**config.mk**
```make
export PLATFORM = sky130hd
export DESIGN_NAME = mem_arbiter
export DESIGN_NICKNAME = d
export VERILOG_FILES = /design/src/rtl/mem_arbiter.sv
export SDC_FILE = /design/constraint.sdc
export NUM_CORES = 1
export LEC_CHECK = 0
export CAP_MARGIN = 20
export CELL_PAD_IN_SITES_DETAIL_PLACEMENT = 1
export CELL_PAD_IN_SITES_GLOBAL_PLACEMENT = 1
export CORE_ASPECT_RATIO = 1.2
export CORE_MARGIN = 3
export CORE_UTILIZATION = 29
export CTS_CLUSTER_DIAMETER = 120
export DETAILED_ROUTE_END_ITERATION = 8
export DONT_BUFFER_PORTS = 1
export GPL_ROUTABILITY_DRIVEN = 0
export GPL_TIMING_DRIVEN = 0
export PLACE_DENSITY = 0.51
export SLEW_MARGIN = 25
export SYNTH_ARGS = -nofsm -noshare
export SYNTH_HDL_FRONTEND = slang
export SYNTH_SLANG_ARGS = --single-unit
```
**constraint.sdc**
```tcl
create_clock -name clk_in -period 5.96 [get_ports clk_in]
set_input_delay 0.894 -clock clk_in [delete_from_list [all_inputs] [get_ports clk_in]]
set_output_delay 0.894 -clock clk_in [all_outputs]
set_load 0.03 [all_outputs]
```
**src/rtl/mem_arbiter.sv**
```systemverilog
// Byte-wide external memory port arbiter: serialises instruction fetches and
// load/store buffer accesses onto RAM/IO one byte per cycle, little-endian.
module mem_arbiter #(
    parameter int unsigned ADDR_WIDTH = 32,
    parameter logic [1:0]  IO_SEL     = 2'b11
) (
    input  logic                  clk_in,
    input  logic                  rst_in,
    input  logic                  rdy_in,
    input  logic                  rob_clear,
    input  logic                  if_valid,
    input  logic [ADDR_WIDTH-1:0] if_addr,
    output logic                  if_ready,
    output logic [31:0]           if_data,
    input  logic                  ls_valid,
    input  logic                  ls_wr,
    input  logic [1:0]            ls_size,
    input  logic [ADDR_WIDTH-1:0] ls_addr,
    input  logic [31:0]           ls_wdata,
    output logic                  ls_ready,
    output logic [31:0]           ls_rdata,
    input  logic [7:0]            mem_din,
    output logic [7:0]            mem_dout,
    output logic [ADDR_WIDTH-1:0] mem_a,
    output logic                  mem_wr,
    input  logic                  io_buffer_full
);

    typedef enum logic [1:0] {StIdle, StFetch, StLoad, StStore} state_e;

    localparam logic [ADDR_WIDTH-1:0] AddrOne = {{(ADDR_WIDTH-1){1'b0}}, 1'b1};

    state_e                state_q, state_d;
    logic [2:0]            cnt_q, cnt_d;
    logic [2:0]            len_q, len_d;
    logic [31:0]           wdata_q, wdata_d;
    logic [31:0]           data_q, data_d;
    logic                  last_ls_q, last_ls_d;
    logic                  if_ready_q, if_ready_d;
    logic                  ls_ready_q, ls_ready_d;
    logic [31:0]           if_data_q, if_data_d;
    logic [31:0]           ls_rdata_q, ls_rdata_d;
    logic [7:0]            mem_dout_q, mem_dout_d;
    logic [ADDR_WIDTH-1:0] mem_a_q, mem_a_d;
    logic                  mem_wr_q, mem_wr_d;

    logic       if_elig, ls_elig, can_grant, pick_ls;
    logic [2:0] ls_len, byte_idx;

    always_comb begin
        if_elig   = if_valid & ~rob_clear;
        ls_elig   = ls_valid & (ls_wr ? ~((ls_addr[17:16] == IO_SEL) & io_buffer_full)
                                      : ~rob_clear);
        // The done cycle is a bubble so a requester can drop valid before regrant.
        can_grant = (state_q == StIdle) & rdy_in & ~if_ready_q & ~ls_ready_q;
        pick_ls   = ls_elig & (~if_elig | ~last_ls_q);
        unique case (ls_size)
            2'd0:    ls_len = 3'd1;
            2'd1:    ls_len = 3'd2;
            default: ls_len = 3'd4;
        endcase
        byte_idx  = cnt_q - 3'd2;
    end

    always_comb begin
        state_d    = state_q;
        cnt_d      = cnt_q;
        len_d      = len_q;
        wdata_d    = wdata_q;
        data_d     = data_q;
        last_ls_d  = last_ls_q;
        if_ready_d = 1'b0;
        ls_ready_d = 1'b0;
        if_data_d  = if_data_q;
        ls_rdata_d = ls_rdata_q;
        mem_dout_d = mem_dout_q;
        mem_a_d    = mem_a_q;
        mem_wr_d   = 1'b0;

        unique case (state_q)
            StIdle: begin
                if (can_grant && (if_elig || ls_elig)) begin
                    cnt_d  = 3'd1;
                    data_d = 32'd0;
                    if (pick_ls) begin
                        last_ls_d = 1'b1;
                        len_d     = ls_len;
                        mem_a_d   = ls_addr;
                        if (ls_wr) begin
                            state_d    = StStore;
                            wdata_d    = ls_wdata;
                            mem_wr_d   = 1'b1;
                            mem_dout_d = ls_wdata[7:0];
                        end else begin
                            state_d = StLoad;
                        end
                    end else begin
                        last_ls_d = 1'b0;
                        len_d     = 3'd4;
                        mem_a_d   = if_addr;
                        state_d   = StFetch;
                    end
                end
            end
            StFetch, StLoad: begin
                if (rob_clear) begin
                    state_d = StIdle;
                end else begin
                    if (cnt_q < len_q) begin
                        mem_a_d = mem_a_q + AddrOne;
                    end
                    // RAM returns each byte two edges after its address was issued.
                    if (cnt_q >= 3'd2) begin
                        data_d[{byte_idx[1:0], 3'b000} +: 8] = mem_din;
                    end
                    if (cnt_q == len_q + 3'd1) begin
                        state_d = StIdle;
                        if (state_q == StFetch) begin
                            if_ready_d = 1'b1;
                            if_data_d  = data_d;
                        end else begin
                            ls_ready_d = 1'b1;
                            ls_rdata_d = data_d;
                        end
                    end else begin
                        cnt_d = cnt_q + 3'd1;
                    end
                end
            end
            StStore: begin
                if (cnt_q == len_q) begin
                    state_d    = StIdle;
                    ls_ready_d = 1'b1;
                end else begin
                    mem_wr_d   = 1'b1;
                    mem_a_d    = mem_a_q + AddrOne;
                    mem_dout_d = wdata_q[{cnt_q[1:0], 3'b000} +: 8];
                    cnt_d      = cnt_q + 3'd1;
                end
            end
            default: state_d = StIdle;
        endcase
    end

    always_ff @(posedge clk_in or negedge rst_in) begin
        if (!rst_in) begin
            state_q    <= StIdle;
            cnt_q      <= 3'd0;
            len_q      <= 3'd0;
            wdata_q    <= 32'd0;
            data_q     <= 32'd0;
            last_ls_q  <= 1'b0;
            if_ready_q <= 1'b0;
            ls_ready_q <= 1'b0;
            if_data_q  <= 32'd0;
            ls_rdata_q <= 32'd0;
            mem_dout_q <= 8'd0;
            mem_a_q    <= '0;
            mem_wr_q   <= 1'b0;
        end else begin
            state_q    <= state_d;
            cnt_q      <= cnt_d;
            len_q      <= len_d;
            wdata_q    <= wdata_d;
            data_q     <= data_d;
            last_ls_q  <= last_ls_d;
            if_ready_q <= if_ready_d;
            ls_ready_q <= ls_ready_d;
            if_data_q  <= if_data_d;
            ls_rdata_q <= ls_rdata_d;
            mem_dout_q <= mem_dout_d;
            mem_a_q    <= mem_a_d;
            mem_wr_q   <= mem_wr_d;
        end
    end

    assign if_ready = if_ready_q;
    assign if_data  = if_data_q;
    assign ls_ready = ls_ready_q;
    assign ls_rdata = ls_rdata_q;
    assign mem_dout = mem_dout_q;
    assign mem_a    = mem_a_q;
    assign mem_wr   = mem_wr_q;

endmodule

```
# Word level (Yosys, flattened, before mapping)
# Cells that the tools add are included.
# totals
regBits	180
in_bits	114
output_inout_bits	107
elab_cells	116
# classes
n_eq_ne	16
n_bitwise	15
n_shift	3
n_mux	46
magnitude_cmp	2
reduce_logical	16
n_addsub	5
# op_table
op	count
$mux W32	8
$pmux W32 S3	1
$pmux W32 S2	1
$add A32 B1 Y32 const B	1
$bwmux W32	1
$mux W8	4
$shift A8 B7 Y32 const A	1
$shiftx A32 B6 Y8	1
$shiftx A8 B7 Y32	1
$reduce_and A4 Y1	5
$pmux W8 S2	1
$mux W1	15
$mux W3	5
$ne A2 B2 Y1 const B	7
$mux W2	5
$pmux W3 S3	1
$and A1 B1 Y1	7
$neg A5 Y7	1
$not A1 Y1	7
$add A3 B1 Y3 const B	2
$eq A2 B2 Y1 const B	3
$eq A3 B3 Y1	2
$pmux W2 S3	1
$pmux W3 S2	1
other kinds (16)	21

# Logic depth before layout (Yosys ltp)
# logic_depth
depth_word	9
mapped_depth	10
depth_no_buf	7

# Least setup slack after synthesis
# OpenSTA, ideal clock, no wires.
# synth_timing
path_kind	register to register
startpoint	register cnt_q[1]
endpoint	register data_q[10]
setup_slack_ns	3.437
synth_period_minus_slack_ns	2.523
arrival_time_ns	2.457
stages_incl_launch_ff	8
setup_ns	0.066
n_path_buf	1
t_required_ns	5.894
path_cell_list	dfrtp_1 > buf_2 > inv_1 > ha_1 > nor3_1 > nand2_1 > nor3_1 > a22o_1
# synth_between
elab_chain_len	7
elab_cells_between_ends	9
cone_classes	add/sub: 2; order compare: 1; shift: 2; mux: 4
# synth_lines
item	line	rtl
from (decl)	34	logic [2:0] cnt_q, cnt_d;
from (signal assigned)	162	cnt_q <= cnt_d;
$sub A2 B2 Y2	62	byte_idx = cnt_q - 3'd2;
$neg A5 Y7	114	data_d[{byte_idx[1:0], 3'b000} +: 8] = mem_din;
$shiftx A8 B7 Y32 / $shift A8 B7 Y32 (equally long branches)	114	
$bwmux W32	114	
$mux W32 (*)	113	if (cnt_q >= 3'd2) begin
$mux W32 (*)	106	if (rob_clear) begin
$pmux W32 S2 (*)	80	unique case (state_q)
to (signal assigned)	165	data_q <= data_d;
to (decl)	37	logic [31:0] data_q, data_d;
# Mark *: on every way between the ends. The rest lies on a longest branch, timed or not. The select of a mux whose other input is x is not followed.
# A chain may end at the register's enable or synchronous reset.

# Worst setup path after layout
# layout_timing
startpoint	register cnt_q[1]
endpoint	register data_q[16]
# Same word-level chain as after synthesis.

==> out/qor.yml <==
routing:
  wl_um: 31800
  num_vias: 7419
  drt_pre_antenna_iters: 4
  drt_iter0_markers: 318
  viasPerCell: 5.60
  drcViolationCount: 0
  ant_nets: 0
  wl_per_cell_um: 24.0
global_routing:
  grt_pass1_vias: 8059
  grt_max_degree: 181
  grt-ovfl-total: 0
  use_met3: 0.0494
  busiest_layer: "met2"
  met2_usage: 0.334
  antenna_found_initial: 2
  grtUsageTotal: 0.191
  grt_pass1_wl_um: 50000
  use_met1: 0.237
clock_tree:
  path_clk_slew_ps: 70
  post_cts_buffers: 0
  cts_root_buf: "clkbuf_16"
  cts_sinks: 180
  cts_max_path_buffers: 2
  tritoncts: "built"
  cts_resized: 0
  clk_latency_ps: 450
  cts_buffers: 17
  holdBufCountCts: 0
  h-tree-depth: 4
final_layout:
  syn2layout_area_growth_pct: 12.0
  fin_util: 0.334
  final_cell_area_um2: 10300
  fillCellCount: 3482
  final_layout_size_suffix_gt1_frac: 0.159
  nets: 1047
  seq_area_um2: 4500
  multi_input_area_um2: 4340
timing:
  fin_ws_ps: 2740
  hold_viol: 0
  slew_headroom: 0.318
  finalClockSkew_ps: 20.7
  final_max_slew_viol_count: 0
  setup_viol: 0
  tns_ps: 0
  period_share: 0.540
  period_needed_ps: 3220
  rsz0062_at_grt: "false"
  holdWs_ps: 145
  tightest_slew_ps: 1020
  fmax_mhz: 311
outcome:
  outcome: "completed"
power_and_ir_drop:
  vdd_drop_max_mv: 0.174
  power.leakage_uw: 0.00422
  p_per_area_nw_per_um2: 643
floorplanning:
  rows: 70
  start_util: 0.298
  dieArea_um2: 33900
  die_h_um: 201
  ios: 221
  core_area_um2: 30800
  die_w_um: 169
logic_synthesis:
  synthTopCellsByArea: "dfrtp_1 49%, mux2_2 5.9%, nand2_1 4.1%, a31oi_1 3.7%, nand3_1 3.5%"
  synth_largest_type_area_fraction: 0.490
  ys_seq_area_frac: 0.490
  ys_ff_latch: 180
  synth_area_leader_cell: "dfrtp_1"
  synth_ff_type: "dfrtp_1"
  ys_async_sr_fraction: 1.00
  synth.most_common_cell: "dfrtp_1"
  syn_area_per_cell_um2: 10.2
  synth_compound_area_frac: 0.165
  yosys-top-cells-count: "180 x dfrtp_1, 100 x nand2_1, 65 x nand3_1, 65 x nor2_1, 54 x a31oi_1"
  synth_top_family_by_area: "simple AND/OR/NAND/NOR gates"
  muxShareOfSynthArea: 0.0904
  synthXorXnorAreaFrac: 0.00354
  synth_area_um2: 9190
  synthSimpleGateAreaFrac: 0.191
  syn_inst: 898
  syn_nets: 1028
  synth_edf_count: 0
  yosysWarnings: 0
  ys_types: 60
  yosys.area_share.adder: 0.0218
critical_path:
  required_ps: 6340
  arrival_ps: 3600
  critPathLaunchType: "register"
  reg2reg_slack_ps: 2740
  crit_path_end_kind: "register"
  crit_fanout: 10
  critPathKind: "register to register"
placed_design:
  dp_hpwl_um: 23100
  dpl_worst_slack_ps: 2700
  placed_cell_area_um2: 9690
  portBuffers: 0
hold_path:
  hp-class: "primary input to asynchronous set/reset pin"
run:
  drv_cap: 0
## placed cells by master (no fill, tap or decap), types with 9 or more instances in the layout
cell type / synthesis / routed
dfrtp_1: 180 / 180
nand2_1: 100 / 100
nand3_1: 65 / 65
nor2_1: 65 / 65
a31oi_1: 54 / 54
mux2_2: 48 / 48
a22o_1: 34 / 34
nand4_1: 31 / 31
clkbuf_1: 24 / 26
a21oi_1: 26 / 26
buf_2: 24 / 24
o21a_1: 24 / 24
o221a_2: 19 / 19
inv_1: 17 / 17
clkbuf_16: 0 / 17
ha_1: 16 / 16
buf_1: 13 / 13
and4_1: 12 / 12
and2_1: 12 / 12
and3_1: 11 / 11
mux2i_1: 11 / 11
o21ai_0: 11 / 11
a41oi_1: 9 / 9
## path summary, 6_finish.rpt
| check | start | endpoint | cells past startpoint |
|---|---|---|---|
| max | cnt_q[1]$_DFFE_PN0P_ | data_q[16]$_DFFE_PN0P_ | 7 |
| min | rst_in | ls_rdata[9]$_DFFE_PN0P_ | 0 |
| max reg2reg | cnt_q[1]$_DFFE_PN0P_ | data_q[16]$_DFFE_PN0P_ | 7 |
| max in group asynchronous | rst_in | mem_a[18]$_DFFE_PN0P_ | 0 |
| min reg2reg | last_ls_q$_DFFE_PN0P_ | last_ls_q$_DFFE_PN0P_ | 2 |
| min in group clk_in | last_ls_q$_DFFE_PN0P_ | last_ls_q$_DFFE_PN0P_ | 2 |
## state kept, by name, summed over array words and instances (netlist names), 3 cells and up
| name | count |
|---|---|
| data_q | 32 |
| if_data | 32 |
| ls_rdata | 32 |
| mem_a | 32 |
| wdata_q | 32 |
| mem_dout | 8 |
| cnt_q | 3 |
| len_q | 3 |
## routing by layer
layer / wire [um] / up-vias
met5: 0 / -
met4: 312 / 0
met3: 1640 / 19
met2: 16300 / 181
met1: 13600 / 3830
li1: - / 3389
## metrics by stage
step | std cells | power [uW]
finish | 1326 | 6620
global route | 1326 | 7110
CTS | 1325 | 6720
detailed placement | 1294 | 5510
global placement | 1294 | 5440
floorplan | 898 | 4640
## kinds of logic (layout without fill, tap and decap cells)
kind of cell    count (synthesis)  count (layout)
buf+inv                        82             113
xor+xnor                        2               2
other cells                     0               1
fa+ha+maj                      16              16
simple gates                  348             348
compound gates                203             203
flops                         180             180
mux                            67              67
## critical path: stages, from the launching register on
cell and delay [ps]:
dfrtp_1 480, buf_2 360, inv_1 150, ha_1 390, nor3_2 640, nand2_1 120, nor3_1 770, a22o_1 260
## layout make-up
class	instances	area share
clock inverters	11	0.0148
diodes	1	0.000243
clock buffers	20	0.0434
plain buffers	65	0.0284
inverters	17	0.00620
multi-input cells	636	0.421
flip-flops and latches	180	0.437
well taps	396	0.0481
## power by group
group          internal, uW  switching (uW)  total (uW)
logic                  1020            1430        2460
registers              1750            1210        2970
clock network           674             528        1200
Power figures use the tool's default switching activity.
